--- src/rtl/prog_loader_pkg.sv ---
// Shared types for the boot-time program loader: processor mode encoding and
// loader FSM states.
package prog_loader_pkg;

  localparam int MODE_W = 2;

  typedef enum logic [MODE_W-1:0] {
    RUN        = 2'b00,
    LOAD_INSTR = 2'b01,
    LOAD_REG   = 2'b10,
    HOLD       = 2'b11
  } mode_e;

  typedef enum logic [2:0] {
    ST_IDLE      = 3'd0,
    ST_FETCH     = 3'd1,
    ST_LATCH     = 3'd2,
    ST_SHIFT     = 3'd3,
    ST_WAIT_DONE = 3'd4,
    ST_RUN       = 3'd5,
    ST_ERR       = 3'd6
  } state_e;

endpackage

--- src/rtl/prog_loader_sync_edge.sv ---
// Two-flop synchroniser for an asynchronous level, followed by a registered
// one-cycle pulse on every synchronised rising edge.
module sync_edge (
  input  logic clk,
  input  logic rst,
  input  logic level,
  output logic rise
);

  logic sync_q1_r;
  logic sync_q2_r;
  logic rise_r;

  // Synchronise the level and flag the cycle where q1 has risen but q2 has not.
  always_ff @(posedge clk) begin
    if (rst) begin
      sync_q1_r <= 1'b0;
      sync_q2_r <= 1'b0;
      rise_r    <= 1'b0;
    end else begin
      sync_q1_r <= level;
      sync_q2_r <= sync_q1_r;
      rise_r    <= sync_q1_r & ~sync_q2_r;
    end
  end

  assign rise = rise_r;

endmodule

--- src/rtl/prog_loader.sv ---
// Boot-time sequencer: streams instruction words, then register words, from a
// synchronous ROM into the processor's serial programming port, then releases it to run.
module prog_loader
  import prog_loader_pkg::*;
#(
  parameter int N_INSTR = 32,
  parameter int N_REGS  = 16,
  parameter int WORD_W  = 8,
  parameter int TIMEOUT = 4096,
  parameter int AW      = $clog2(N_INSTR + N_REGS)
) (
  input  logic              clk,
  input  logic              rst,
  input  logic              start,
  output logic [AW-1:0]     rom_addr,
  input  logic [WORD_W-1:0] rom_data,
  input  logic              sclk_in,
  input  logic              done_in,
  output logic [MODE_W-1:0] mode_out,
  output logic              mosi_out,
  output logic              busy,
  output logic              loaded,
  output logic              error
);

  localparam int TOTAL = N_INSTR + N_REGS;
  localparam int BW    = (WORD_W > 1) ? $clog2(WORD_W) : 1;
  localparam int TW    = (TIMEOUT > 1) ? $clog2(TIMEOUT) : 1;

  localparam logic [AW-1:0] LAST_IDX  = AW'(TOTAL - 1);
  localparam logic [AW-1:0] LAST_INSTR = AW'(N_INSTR - 1);
  localparam logic [BW-1:0] LAST_BIT  = BW'(WORD_W - 1);
  localparam logic [TW-1:0] TMO_LAST  = TW'(TIMEOUT - 1);

  state_e            state_r;
  mode_e             mode_r;
  logic              mosi_r;
  logic              busy_r;
  logic              loaded_r;
  logic              error_r;
  logic [AW-1:0]     idx_r;
  logic [WORD_W-2:0] shift_r;
  logic [BW-1:0]     bit_cnt_r;
  logic [TW-1:0]     tmo_r;

  logic sclk_rise_s;
  logic done_rise_s;
  logic timeout_s;

  sync_edge u_sclk_edge (
    .clk   (clk),
    .rst   (rst),
    .level (sclk_in),
    .rise  (sclk_rise_s)
  );

  sync_edge u_done_edge (
    .clk   (clk),
    .rst   (rst),
    .level (done_in),
    .rise  (done_rise_s)
  );

  // A wait expires only when the counter is spent and this cycle brings no progress.
  always_comb begin
    timeout_s = 1'b0;
    if (state_r == ST_SHIFT) begin
      timeout_s = !sclk_rise_s && (tmo_r == TMO_LAST);
    end else if (state_r == ST_WAIT_DONE) begin
      timeout_s = !done_rise_s && (tmo_r == TMO_LAST);
    end else begin
      timeout_s = 1'b0;
    end
  end

  // Loader sequencer; the word index doubles as the ROM address.
  always_ff @(posedge clk) begin
    if (rst) begin
      state_r   <= ST_IDLE;
      mode_r    <= HOLD;
      mosi_r    <= 1'b0;
      busy_r    <= 1'b0;
      loaded_r  <= 1'b0;
      error_r   <= 1'b0;
      idx_r     <= '0;
      shift_r   <= '0;
      bit_cnt_r <= '0;
      tmo_r     <= '0;
    end else if (timeout_s) begin
      state_r <= ST_ERR;
      error_r <= 1'b1;
      busy_r  <= 1'b0;
      mode_r  <= HOLD;
      mosi_r  <= 1'b0;
    end else begin
      case (state_r)
        ST_IDLE, ST_RUN, ST_ERR: begin
          if (start) begin
            loaded_r <= 1'b0;
            error_r  <= 1'b0;
            idx_r    <= '0;
            busy_r   <= 1'b1;
            mode_r   <= LOAD_INSTR;
            mosi_r   <= 1'b0;
            state_r  <= ST_FETCH;
          end
        end
        ST_FETCH: begin
          state_r <= ST_LATCH;
        end
        ST_LATCH: begin
          // MSB goes out now so it is stable before the processor's first edge.
          shift_r   <= rom_data[WORD_W-2:0];
          mosi_r    <= rom_data[WORD_W-1];
          bit_cnt_r <= '0;
          tmo_r     <= '0;
          state_r   <= ST_SHIFT;
        end
        ST_SHIFT: begin
          if (sclk_rise_s) begin
            tmo_r <= '0;
            if (bit_cnt_r == LAST_BIT) begin
              mosi_r  <= 1'b0;
              state_r <= ST_WAIT_DONE;
            end else begin
              bit_cnt_r <= bit_cnt_r + BW'(1);
              mosi_r    <= shift_r[WORD_W-2];
              shift_r   <= shift_r << 1;
            end
          end else begin
            tmo_r <= tmo_r + TW'(1);
          end
        end
        ST_WAIT_DONE: begin
          if (done_rise_s) begin
            tmo_r <= '0;
            if (idx_r == LAST_IDX) begin
              mode_r   <= RUN;
              busy_r   <= 1'b0;
              loaded_r <= 1'b1;
              state_r  <= ST_RUN;
            end else begin
              if (idx_r == LAST_INSTR) begin
                mode_r <= LOAD_REG;
              end
              idx_r   <= idx_r + AW'(1);
              state_r <= ST_FETCH;
            end
          end else begin
            tmo_r <= tmo_r + TW'(1);
          end
        end
        default: begin
          state_r <= ST_IDLE;
          mode_r  <= HOLD;
          mosi_r  <= 1'b0;
          busy_r  <= 1'b0;
        end
      endcase
    end
  end

  assign rom_addr = idx_r;
  assign mode_out = mode_r;
  assign mosi_out = mosi_r;
  assign busy     = busy_r;
  assign loaded   = loaded_r;
  assign error    = error_r;

endmodule

--- config.mk ---
export PLATFORM = sky130hd
export DESIGN_NAME = prog_loader
export DESIGN_NICKNAME = d
export VERILOG_FILES = /design/src/rtl/prog_loader_pkg.sv /design/src/rtl/prog_loader_sync_edge.sv /design/src/rtl/prog_loader.sv
export SDC_FILE = /design/constraint.sdc
export NUM_CORES = 1
export LEC_CHECK = 0
export CAP_MARGIN = 20
export CORE_MARGIN = 1.5
export CORE_UTILIZATION = 32
export CTS_CLUSTER_SIZE = 14
export DETAILED_ROUTE_END_ITERATION = 6
export MAX_ROUTING_LAYER = met4
export PLACE_DENSITY = 0.51
export SYNTH_ARGS = -nofsm -noshare
export SYNTH_HDL_FRONTEND = slang
export SYNTH_SLANG_ARGS = --single-unit
--- constraint.sdc ---
create_clock -name clk -period 4.65 [get_ports clk]
set_input_delay 0.93 -clock clk [delete_from_list [all_inputs] [get_ports clk]]
set_output_delay 0.93 -clock clk [all_outputs]
set_load 0.01 [all_outputs]
### Yosys cells after proc, flatten, opt, wreduce, memory -nomap -nowiden

Cells that the tools add are included.

* register bits after elaboration: 43
* output and inout port bits: 12
* logic and storage cells: 113

* $add $sub $neg: 3
* eq/ne operators: 22
* muxes and demuxes: 40
* bitwise operators: 7
* reductions and logical operators: 24

Operators by type and width (number)
* $pmux 12 s3: 1
* $mux 12: 2
* $mux 3: 8
* $reduce_and 4->1: 5
* $mux 6: 3
* $pmux 3 s5: 1
* $mux 7: 2
* $pmux 7 s2: 1
* $add 12x1->12 const B: 1
* $eq 12x12->1 const B: 1
* $eq 3x3->1 const B: 4
* $mux 1: 12
* $pmux 6 s2: 1
* $reduce_and 5->1: 2
* $ne 3x2->1 const B: 3
* $mux 2: 4
* $ne 2x1->1 const B: 4
* $reduce_bool 2->1: 4
* $add 6x1->6 const B: 1
* $eq 3x2->1 const B: 2
* $eq 6x5->1 const B: 1
* $eq 6x6->1 const B: 1
* $ne 2x2->1 const B: 3
* $pmux 2 s3: 1
* 18 further kinds: 28

### Logic depth before layout (Yosys ltp)

Gate-level depths: netlist (run 1).

* depth in word-level cells: 6
* gate-level depth with buffers: 7

### Cells and area by module

Synthesis (run 1) repeated with hierarchy kept, for this count alone.

* cells, all modules: 280
* area, all modules: 2404.8 um^2

Modules (own cells, without submodules)
* prog_loader: times used 1, cells each 268, area an instance 2234.6 um^2
* sync_edge: times used 2, cells each 6, area an instance 85.1 um^2

### Worst setup path before layout (run 1)

No wires, ideal clock.

* path type: input to register
* start: in start
* end: reg idx_r[2], in the netlist rom_addr[2]
* setup time: 132 ps
* arrival time: 2028 ps
* path slack: 2489 ps
* stages on the path: 4
* path buffers: 0
* path through: or4b_2 -> o211a_1 -> o31ai_1 -> a21oi_1

* longest elaborated chain between the ends: 2

RTL lines
* start: declaration: RTL line prog_loader.sv:14 `input logic start,`
* $ne 2x2->1 (no line)
* $reduce_and 5->1 (no line)
* end signal: assignment: RTL line prog_loader.sv:146 `idx_r <= idx_r + AW'(1);`
* end: declaration: RTL line prog_loader.sv:41 `logic [AW-1:0] idx_r;`

Every way passes these cells.
A chain may end at the register's enable or synchronous reset.

### Worst setup path in the final report (run 1)

* start: in start
* end: reg mode_r[0], in the netlist mode_out[0]

* longest elaborated chain between the ends: 2

RTL lines
* $ne 2x2->1 (no line)
* $reduce_and 4->1 (no line)
* end signal: assignment: RTL line prog_loader.sv:80 `mode_r <= HOLD;`
* end signal: assignment: RTL line prog_loader.sv:93 `mode_r <= HOLD;`
* end signal: assignment: RTL line prog_loader.sv:103 `mode_r <= LOAD_INSTR;`
* end: declaration: RTL line prog_loader.sv:36 `mode_e mode_r;`

Every way passes these cells.

==> results of run 1 <==
## worst max-delay path, stage by stage
cell	delay (ps)
clkdlybuf4s50_1	590
mux2i_1	160
a221oi_1	690
nor4b_1	310
o31ai_1	110
## metrics by stage
step	instances	hold WS, ps	worst slack (ps)
after detailed placement	380	378	1740
after global routing	388	396	1930
final	388	385	2040
after floorplan	272	367	2490
after CTS	388	390	2050
after global placement	379	371	1780
## cells in the final DEF, fill, tap and decap left out, types with 3 or more instances in the layout
cell             instances
a21oi_1                 22
a311oi_1                 7
a31oi_1                  3
dfxtp_1                 43
nand3_1                 12
clkdlybuf4s50_1         24
nand3b_1                 3
o31ai_1                  3
nand2_1                 27
a221oi_1                 3
nor3_1                   7
nor2b_1                 10
o21ai_0                 12
nor2_1                  14
inv_1                    8
clkbuf_8                 5
ha_1                     4
buf_4                    5
a211oi_1                 6
nand2b_1                14
nand4_1                  5
mux2i_1                 11
## flip-flops by register name, indices dropped and copies added, names as in the netlist, 2 cells and up
signal     flops
bit_cnt_r      3
state_r        3
mode_out       2
shift_r        7
tmo_r         12
rom_addr       6
## final cells by class
class                      count  area (µm²)
sequential                    43         861
fill                         722        4140
clock buffer                   7        76.3
timing repair buffer          29         278
multi-input combinational    204        1290
tap                           96         120
inverter                       8        30.0
clock inverter                 1        5.00
## synthesized netlist by cell type (all sizes together), types with 3 or more instances
library cell,n,area [µm²]
a31oi,3,18.8
nand3b,3,22.5
a311oi,7,61.3
nand3,12,60.1
o31ai,3,22.5
clkbuf,13,48.8
nor3,8,45.0
nand2b,14,87.6
nand2,27,101
a211oi,6,45.0
a21oi,22,110
mux2i,11,110
ha,4,50.1
buf,4,32.5
nor2,14,52.6
nand4,5,31.3
a221oi,3,26.3
inv,8,30.0
o21ai,12,60.1
nor2b,10,62.6
dfxtp,43,861
## layer usage
layer | share of wire | GRT usage | wire (µm) | vias to the layer above
li1 | - | - | - | 1037
met1 | 0.50 | 0.201 | 2620 | 931
met2 | 0.44 | 0.234 | 2340 | 45
met3 | 0.046 | 0.0322 | 242 | 5
met4 | 0.011 | 0.0528 | 59 | 0
met5 | 0 | - | 0 | -
## power breakdown
part | internal (mW) | total [mW] | switching, mW
clock network | 0.106 | 0.232 | 0.126
registers | 0.414 | 0.492 | 0.0786
logic | 0.157 | 0.354 | 0.197
## logic make-up (layout without fill, tap and decap cells)
logic type               Yosys count  after routing  synth area share
adder cells (fa/ha/maj)            4              4            0.0222
flip-flops                        43             43             0.381
XOR/XNOR                           2              2           0.00776
multiplexers                      11             11            0.0488
AO/OA/AOI/OAI                     73             73             0.216
buffers and inverters             25             45            0.0493
AND/OR/NAND/NOR                  114            114             0.275
## path summary, 6_finish.rpt
| path | start | endpoint | slack [ps] | cells after the start |
|---|---|---|---|---|
| max | start | mode_out[0]$_SDFFE_PP1P_ | 2040 | 5 |
| max reg2reg | state_r[1]$_SDFFE_PP0P_ | tmo_r[4]$_SDFFE_PP0P_ | 2170 | 4 |
| min | u_done_edge.sync_q2_r$_SDFF_PP0_ | u_done_edge.rise$_SDFF_PP0_ | 390 | 1 |
| min reg2reg | u_done_edge.sync_q2_r$_SDFF_PP0_ | u_done_edge.rise$_SDFF_PP0_ | 390 | 1 |
==> impl_metrics.csv, run 1 <==
group,metric,value,unit
sta,skew,9.13,ps
die,pin_count,25,
synth,netlist_area,2260,µm²
placed_design,dp_hpwl,3.69,mm
clock_tree,cts_tree,"yes",
placed_design,dpl_cell_area,2570,µm²
die,dieHeight,87.0,µm
layout,layout-drive-gt1-share,0.0514,
synth,ys_warn_count,0,
placed_design,portBuffers,24,
synth,syn_inst,272,
clock_tree,root_buffer,"clkbuf_8",
sta,hold_viol,0,
clock_tree,cts-htree-levels,2,
sta,period_share,0.562,
sta,relSlewSlack,0.372,
layout,syn2layout_area_growth,17.6,%
layout,utilization,0.391,
route,drtIter0Drc,154,
sta,slew_viol_final,0,
synth,ys.flop_type,"dfxtp_1",
critical_path,crit_type,"input pin to flip-flop",
die,fp.dieW,87.0,µm
hold_path,hold_class,"flip-flop to flip-flop",
placed_design,gp_congestion,0.804,
run_status,outcome,"complete, but fails checks",
clock_tree,cts_resized,0,
route,ant_nets,0,
layout,layout.nets,308,
clock_tree,clkTransAtPathRegs,80,ps
route,vias_per_cell,5.20,
run_status,violations,"DRC",
sta,finalCriticalPeriod,2610,ps
sta,grt_setup_unrepaired,"false",
power_and_ir_drop,power_density,406,nW/µm²
sta,max_clock_freq,383,MHz
die,core_region_area,6790,µm²
clock_tree,postCtsHoldBufs,0,
route,first_pass_iters,7,
critical_path,cp.required,4830,ps
clock_tree,post_cts_buffers,0,
synth,synth-edff-count,0,
clock_tree,clk_path_buf_depth,2,
route,vias,2018,
grt,grt_pass1_vias,1842,
sta,finalSetupTns,0,ps
route,wl_per_cell,13.6,µm
grt,grt_max_degree,32,
power_and_ir_drop,power_leakage,0.890,nW
sta,setup_violations,0,
sta,tightest_slew,941,ps
die,die-area,7570,µm²
clock_tree,cts_num_sinks,43,
grt,grt_pass1_wl,8.87,mm
flow_run,drv_cap,0,
layout,fin_area,2660,µm²
die,placementRows,30,
synth,avgSynthCellArea,8.30,µm²
grt,grt_usage,0.153,
synth,syn_nets,289,
power_and_ir_drop,p_total,1.08,mW
grt,antenna_found_initial,0,
power_and_ir_drop,vdd_drop_max,0.153,mV
die,start_util,0.332,
route,wl,5.26,mm
critical_path,arrival,2790,ps
synth,yosysSeqAreaShare,0.381,
clock_tree,insertion_delay,300,ps
critical_path,cp_max_fo,7,
synth,synth_cell_types,49,
synth,async_reset_ff_frac,0,
clock_tree,cts_buffers,5,
critical_path,end_kind,"flip-flop",
layout,num_antenna_cells,0,
critical_path,start_kind,"input pin",
synth,ys_ff_latch,43,
grt,overflow,0,
route,drcViolationCount,5,
No activity file was read; power rests on OpenSTA's default activity.
==> inputs of run 2 (changes only) <==
==> constraint.sdc (replaced) <==
create_clock -name clk -period 2.5 [get_ports clk]
set_input_delay 0.5 -clock clk [delete_from_list [all_inputs] [get_ports clk]]
set_output_delay 0.5 -clock clk [all_outputs]
set_load 0.01 [all_outputs]
==> impl_metrics.csv, run 2 (synthesized netlist as in run 1, its figures left out) <==
group,metric,value,unit
clock_tree,root_buffer,"clkbuf_8",
layout,final_cell_mix,"dfxtp_1 (43), nand2_1 (27), clkdlybuf4s50_1 (24)",
sta,fin_ws,413,ps
clock_tree,clk_path_buf_depth,2,
layout,final_common_cell,"dfxtp_1",
placed_design,portBuffers,24,
layout,layout-drive-gt1-share,0.0831,
layout,utilization,0.408,
grt,grt_usage,0.162,
placed_design,gp_congestion,0.841,
grt,grt_pass1_vias,1846,
power_and_ir_drop,clock_power_share,0.282,
power_and_ir_drop,internal_power,1.52,mW
layout,regMostFlops,"tmo_r",
run_status,outcome,"finished clean",
route,drcViolationCount,0,
route,first_pass_iters,4,
power_and_ir_drop,p_comb_frac,0.342,
sta,grt_setup_unrepaired,"false",
die,core_region_area,6790,µm²
clock_tree,postCtsHoldBufs,0,
grt,grt_pass1_wl,9.36,mm
clock_tree,cts_num_sinks,43,
clock_tree,post_cts_buffers,0,
clock_tree,cts_resized,0,
route,drtIter0Drc,152,
critical_path,startpoint,"state_r[1]$_SDFFE_PP0P_",
critical_path,cp.required,2720,ps
die,fp.dieW,87.0,µm
critical_path,r2r_setup_slack,410,ps
route,vias,2055,
placed_design,dp_hpwl,3.92,mm
grt,overflow,0,
power_and_ir_drop,p_total,2.30,mW
layout,fin_area,2780,µm²
power_and_ir_drop,switching_share,0.338,
sta,max_clock_freq,479,MHz
power_and_ir_drop,vdd_drop_max,0.281,mV
power_and_ir_drop,p_switching,778,µW
sta,setup_violations,0,
sta,skew,8.37,ps
sta,relSlewSlack,0.605,
sta,slew_viol_final,0,
grt,grt_max_degree,21,
layout,num_antenna_cells,0,
clock_tree,clkTransAtPathRegs,90,ps
sta,tightest_slew,592,ps
critical_path,regToRegStartpoint,"state_r[1]$_SDFFE_PP0P_",
die,pin_count,25,
critical_path,cp_max_fo,18,
placed_design,post-place-cells,389,
critical_path,crit_type,"flip-flop to flip-flop",
sta,finalCriticalPeriod,2090,ps
die,die-area,7570,µm²
critical_path,end_kind,"flip-flop",
sta,finalSetupTns,0,ps
hold_path,hold-path-cell-count,1,
die,dieHeight,87.0,µm
layout,stdcell_count,397,
sta,hold_ws,385,ps
critical_path,reg2regPathDepth,5,
clock_tree,cts_tree,"yes",
power_and_ir_drop,p_seq_frac,0.376,
die,placementRows,30,
route,wl_per_cell,13.8,µm
die,start_util,0.332,
layout,syn2layout_area_growth,22.9,%
hold_path,hold_class,"flip-flop to flip-flop",
critical_path,start_kind,"flip-flop",
clock_tree,cts_buffers,5,
route,ant_nets,0,
critical_path,arrival,2310,ps
layout,largest_reg_flops,12,
layout,layout.nets,317,
sta,hold_viol,0,
critical_path,cp-endpoint,"tmo_r[10]$_SDFFE_PP0P_",
route,vias_per_cell,5.18,
flow_run,drv_cap,0,
clock_tree,insertion_delay,300,ps
critical_path,rr_endpoint,"tmo_r[10]$_SDFFE_PP0P_",
power_and_ir_drop,power_leakage,0.957,nW
placed_design,dpl_cell_area,2640,µm²
power_and_ir_drop,power_density,828,nW/µm²
clock_tree,cts-htree-levels,2,
sta,period_share,0.835,
placed_design,pre_cts_ws,149,ps
grt,antenna_found_initial,0,
route,wl,5.48,mm
==> run 2: cell count changes in the layout (fill, tap and decap cells not counted) <==
| cell | delta |
|---|---|
| buf_4 | +9 |
| clkbuf_1 | -1 |
| clkinv_2 | -1 |
| bufinv_16 | +2 |
==> run 2: power by group through the flow <==
stage	registers, mW	clock network [mW]	logic [mW]
after detailed placement	0.879	0	0.787
after floorplan	0.835	0	0.587
after global placement	0.877	0	0.781
after CTS	0.864	0.669	0.790
final	0.864	0.648	0.786
after global routing	0.889	0.696	0.873
==> run 2: layer usage <==
| layer | part of all wire | global-route usage |
|---|---|---|
| met3 | 0.038 | 0.0313 |
| met4 | 0.012 | 0.0484 |
| met5 | 0 | - |
| met1 | 0.51 | 0.238 |
| met2 | 0.44 | 0.221 |
==> run 2: worst min path at each step <==
stage                                           from                     endpoint  slack (ps)
floorplan           u_done_edge.sync_q2_r$_SDFF_PP0_  u_done_edge.rise$_SDFF_PP0_         370
global placement    u_sclk_edge.sync_q2_r$_SDFF_PP0_  u_sclk_edge.rise$_SDFF_PP0_         370
detailed placement  u_done_edge.sync_q2_r$_SDFF_PP0_  u_done_edge.rise$_SDFF_PP0_         380
CTS                 u_done_edge.sync_q2_r$_SDFF_PP0_  u_done_edge.rise$_SDFF_PP0_         390
global route        u_done_edge.sync_q2_r$_SDFF_PP0_  u_done_edge.rise$_SDFF_PP0_         400
finish              u_done_edge.sync_q2_r$_SDFF_PP0_  u_done_edge.rise$_SDFF_PP0_         380
==> run 2: layout make-up <==
type,instances,area (µm²)
fillers,689,4020
well taps,96,120
flip-flops and latches,43,861
multi-input cells,204,1290
repair buffers,38,345
clock inverters,2,60.1
clock buffers,6,72.6
inverters,8,30.0
==> run 2: critical path, stage by stage (launching register included) <==
cell	delay, ps
dfxtp_1	500
or3b_1	450
buf_4	180
a211oi_1	480
a41oi_1	180
a211oi_1	210
==> inputs of run 3 (changes only) <==
--- a/config.mk
+++ b/config.mk
@@ -11,7 +11,7 @@
 export CTS_CLUSTER_SIZE = 14
 export DETAILED_ROUTE_END_ITERATION = 6
 export MAX_ROUTING_LAYER = met4
-export PLACE_DENSITY = 0.51
+export PLACE_DENSITY = 0.53
 export SYNTH_ARGS = -nofsm -noshare
 export SYNTH_HDL_FRONTEND = slang
 export SYNTH_SLANG_ARGS = --single-unit
==> constraint.sdc (replaced) <==
create_clock -name clk -period 1.68 [get_ports clk]
set_input_delay 0.336 -clock clk [delete_from_list [all_inputs] [get_ports clk]]
set_output_delay 0.336 -clock clk [all_outputs]
set_load 0.01 [all_outputs]
==> impl_metrics.csv, run 3 (synthesized netlist as in run 1, its figures left out) <==
group,metric,value,unit
run_status,outcome,"complete, but fails checks",
run_status,violations,"setup timing",
layout,n_fill_cell,657,
die,die-area,7570,µm²
clock_tree,clk_path_buf_depth,2,
power_and_ir_drop,p_total,4.14,mW
grt,met2_usage,0.266,
power_and_ir_drop,power_leakage,1.29,nW
placed_design,dp_hpwl,4.21,mm
placed_design,portBuffers,24,
route,vias_per_cell,5.10,
grt,met1_usage,0.220,
placed_design,dpl_cell_area,2960,µm²
clock_tree,cts-htree-levels,2,
sta,relSlewSlack,0.626,
clock_tree,insertion_delay,300,ps
clock_tree,postCtsHoldBufs,0,
sta,finalSetupTns,-904,ps
grt,grt_pass1_wl,9.96,mm
sta,hold_viol,0,
clock_tree,cts_num_sinks,43,
layout,syn2layout_area_growth,52.4,%
route,wl_per_cell,13.9,µm
critical_path,crit_slowest_cell,"or4b_4",
die,start_util,0.332,
layout,num_antenna_cells,0,
die,placementRows,30,
layout,regMostFlops,"tmo_r",
layout,final-seq-area,877,µm²
sta,grt_setup_unrepaired,"true",
route,drcViolationCount,0,
critical_path,worstPathCellList,"buf_4 > buf_6 > or4b_4 > o211a_4 > buf_4 > o21ai_2 > a31oi_1",
layout,layout.nets,365,
critical_path,cp_max_fo,8,
critical_path,startpoint,"state_r[0]$_SDFFE_PP0P_",
sta,period_share,1.09,
sta,skew,3.82,ps
route,first_pass_iters,4,
power_and_ir_drop,vdd_drop_max,0.694,mV
sta,slew_viol_final,0,
route,wl,6.19,mm
grt,busiest_layer,"met2",
sta,max_clock_freq,545,MHz
power_and_ir_drop,power_density,1200,nW/µm²
grt,antenna_found_initial,0,
hold_path,hold_class,"flip-flop to flip-flop",
sta,setup_violations,15,
die,dieHeight,87.0,µm
flow_run,drv_cap,0,
sta,tightest_slew,553,ps
critical_path,start_kind,"flip-flop",
die,fp.dieW,87.0,µm
placed_design,gp_congestion,0.837,
clock_tree,root_buffer,"clkbuf_8",
grt,overflow,0,
critical_path,crit_type,"flip-flop to flip-flop",
clock_tree,cts_buffers,5,
layout,final_common_cell,"buf_4",
critical_path,cp.required,1860,ps
critical_path,end_kind,"flip-flop",
clock_tree,cts_tree,"yes",
grt,grt_usage,0.169,
layout,fin_area,3440,µm²
critical_path,regToRegStartpoint,"state_r[0]$_SDFFE_PP0P_",
route,drtIter0Drc,95,
clock_tree,clkTransAtPathRegs,90,ps
die,pin_count,25,
layout,layout-drive-gt1-share,0.321,
sta,fin_ws,-154,ps
critical_path,slowest_delay,540,ps
layout,largest_reg_flops,12,
layout,final_cell_mix,"buf_4 (54), dfxtp_1 (36), nand2_1 (27)",
route,ant_nets,0,
hold_path,min-delay-start,"u_sclk_edge.sync_q2_r$_SDFF_PP0_",
grt,use_met3,0.0332,
route,vias,2269,
die,core_region_area,6790,µm²
sta,finalCriticalPeriod,1830,ps
grt,grt_max_degree,28,
layout,multi_input_area,1510,µm²
layout,utilization,0.506,
critical_path,crit_top_cell,"buf_4",
critical_path,arrival,2010,ps
grt,grt_pass1_vias,2150,
==> run 3: cell type report <==
class                      instances  share of cell area
inverter                           8             0.00873
sequential                        43               0.255
clock inverter                     3              0.0127
timing repair buffer              86               0.230
tap                               96              0.0349
multi-input combinational        204               0.439
clock buffer                       5              0.0200
==> run 3: critical path, delay by kind of cell (launching register included) <==
kind / cells / cell delay (ps)
AND/OR/NAND/NOR: 1 / 540
buffers and inverters: 3 / 410
flip-flops: 1 / 370
AO/OA/AOI/OAI: 3 / 380
==> run 3: routing by layer <==
metal | wire [µm] | vias up
li1 | - | 1147
met1 | 3030 | 1078
met2 | 2910 | 37
met3 | 184 | 7
met4 | 70 | 0
met5 | 0 | -
==> run 3: report_power, final <==
part	total, mW	internal (mW)	switching [mW]	leakage, nW
combinational	2.06	1.07	0.989	0.876
sequential	1.25	1.16	0.0920	0.354
clock	0.827	0.443	0.384	0.0581
total	4.14	2.68	1.46	1.29
==> run 3: worst paths after layout <==
kind,depth (start not counted),end,slack [ps]
worst max register to register,7,rom_addr[5]$_SDFFE_PP0P_,-150
worst max-delay path,7,rom_addr[5]$_SDFFE_PP0P_,-150
worst min-delay path,1,u_sclk_edge.rise$_SDFF_PP0_,380
worst min register to register,1,u_sclk_edge.rise$_SDFF_PP0_,380
==> run 3: timing repair <==
action | CTS | global route
cloned | 0 | 2
pin swaps | 5 | 25
buffers inserted | 3 | 6
resized for setup | 16 | 38
endpoints found under the setup margin | 27 | 35
==> run 3: through the flow <==
| stage | cells | setup WS, ps | hold WS (ps) |
|---|---|---|---|
| global route | 445 | -291 | 404 |
| finish | 445 | -154 | 385 |
| CTS | 438 | -125 | 384 |
| global placement | 427 | -381 | 372 |
| detailed placement | 427 | -390 | 371 |
| floorplan | 272 | -186 | 367 |
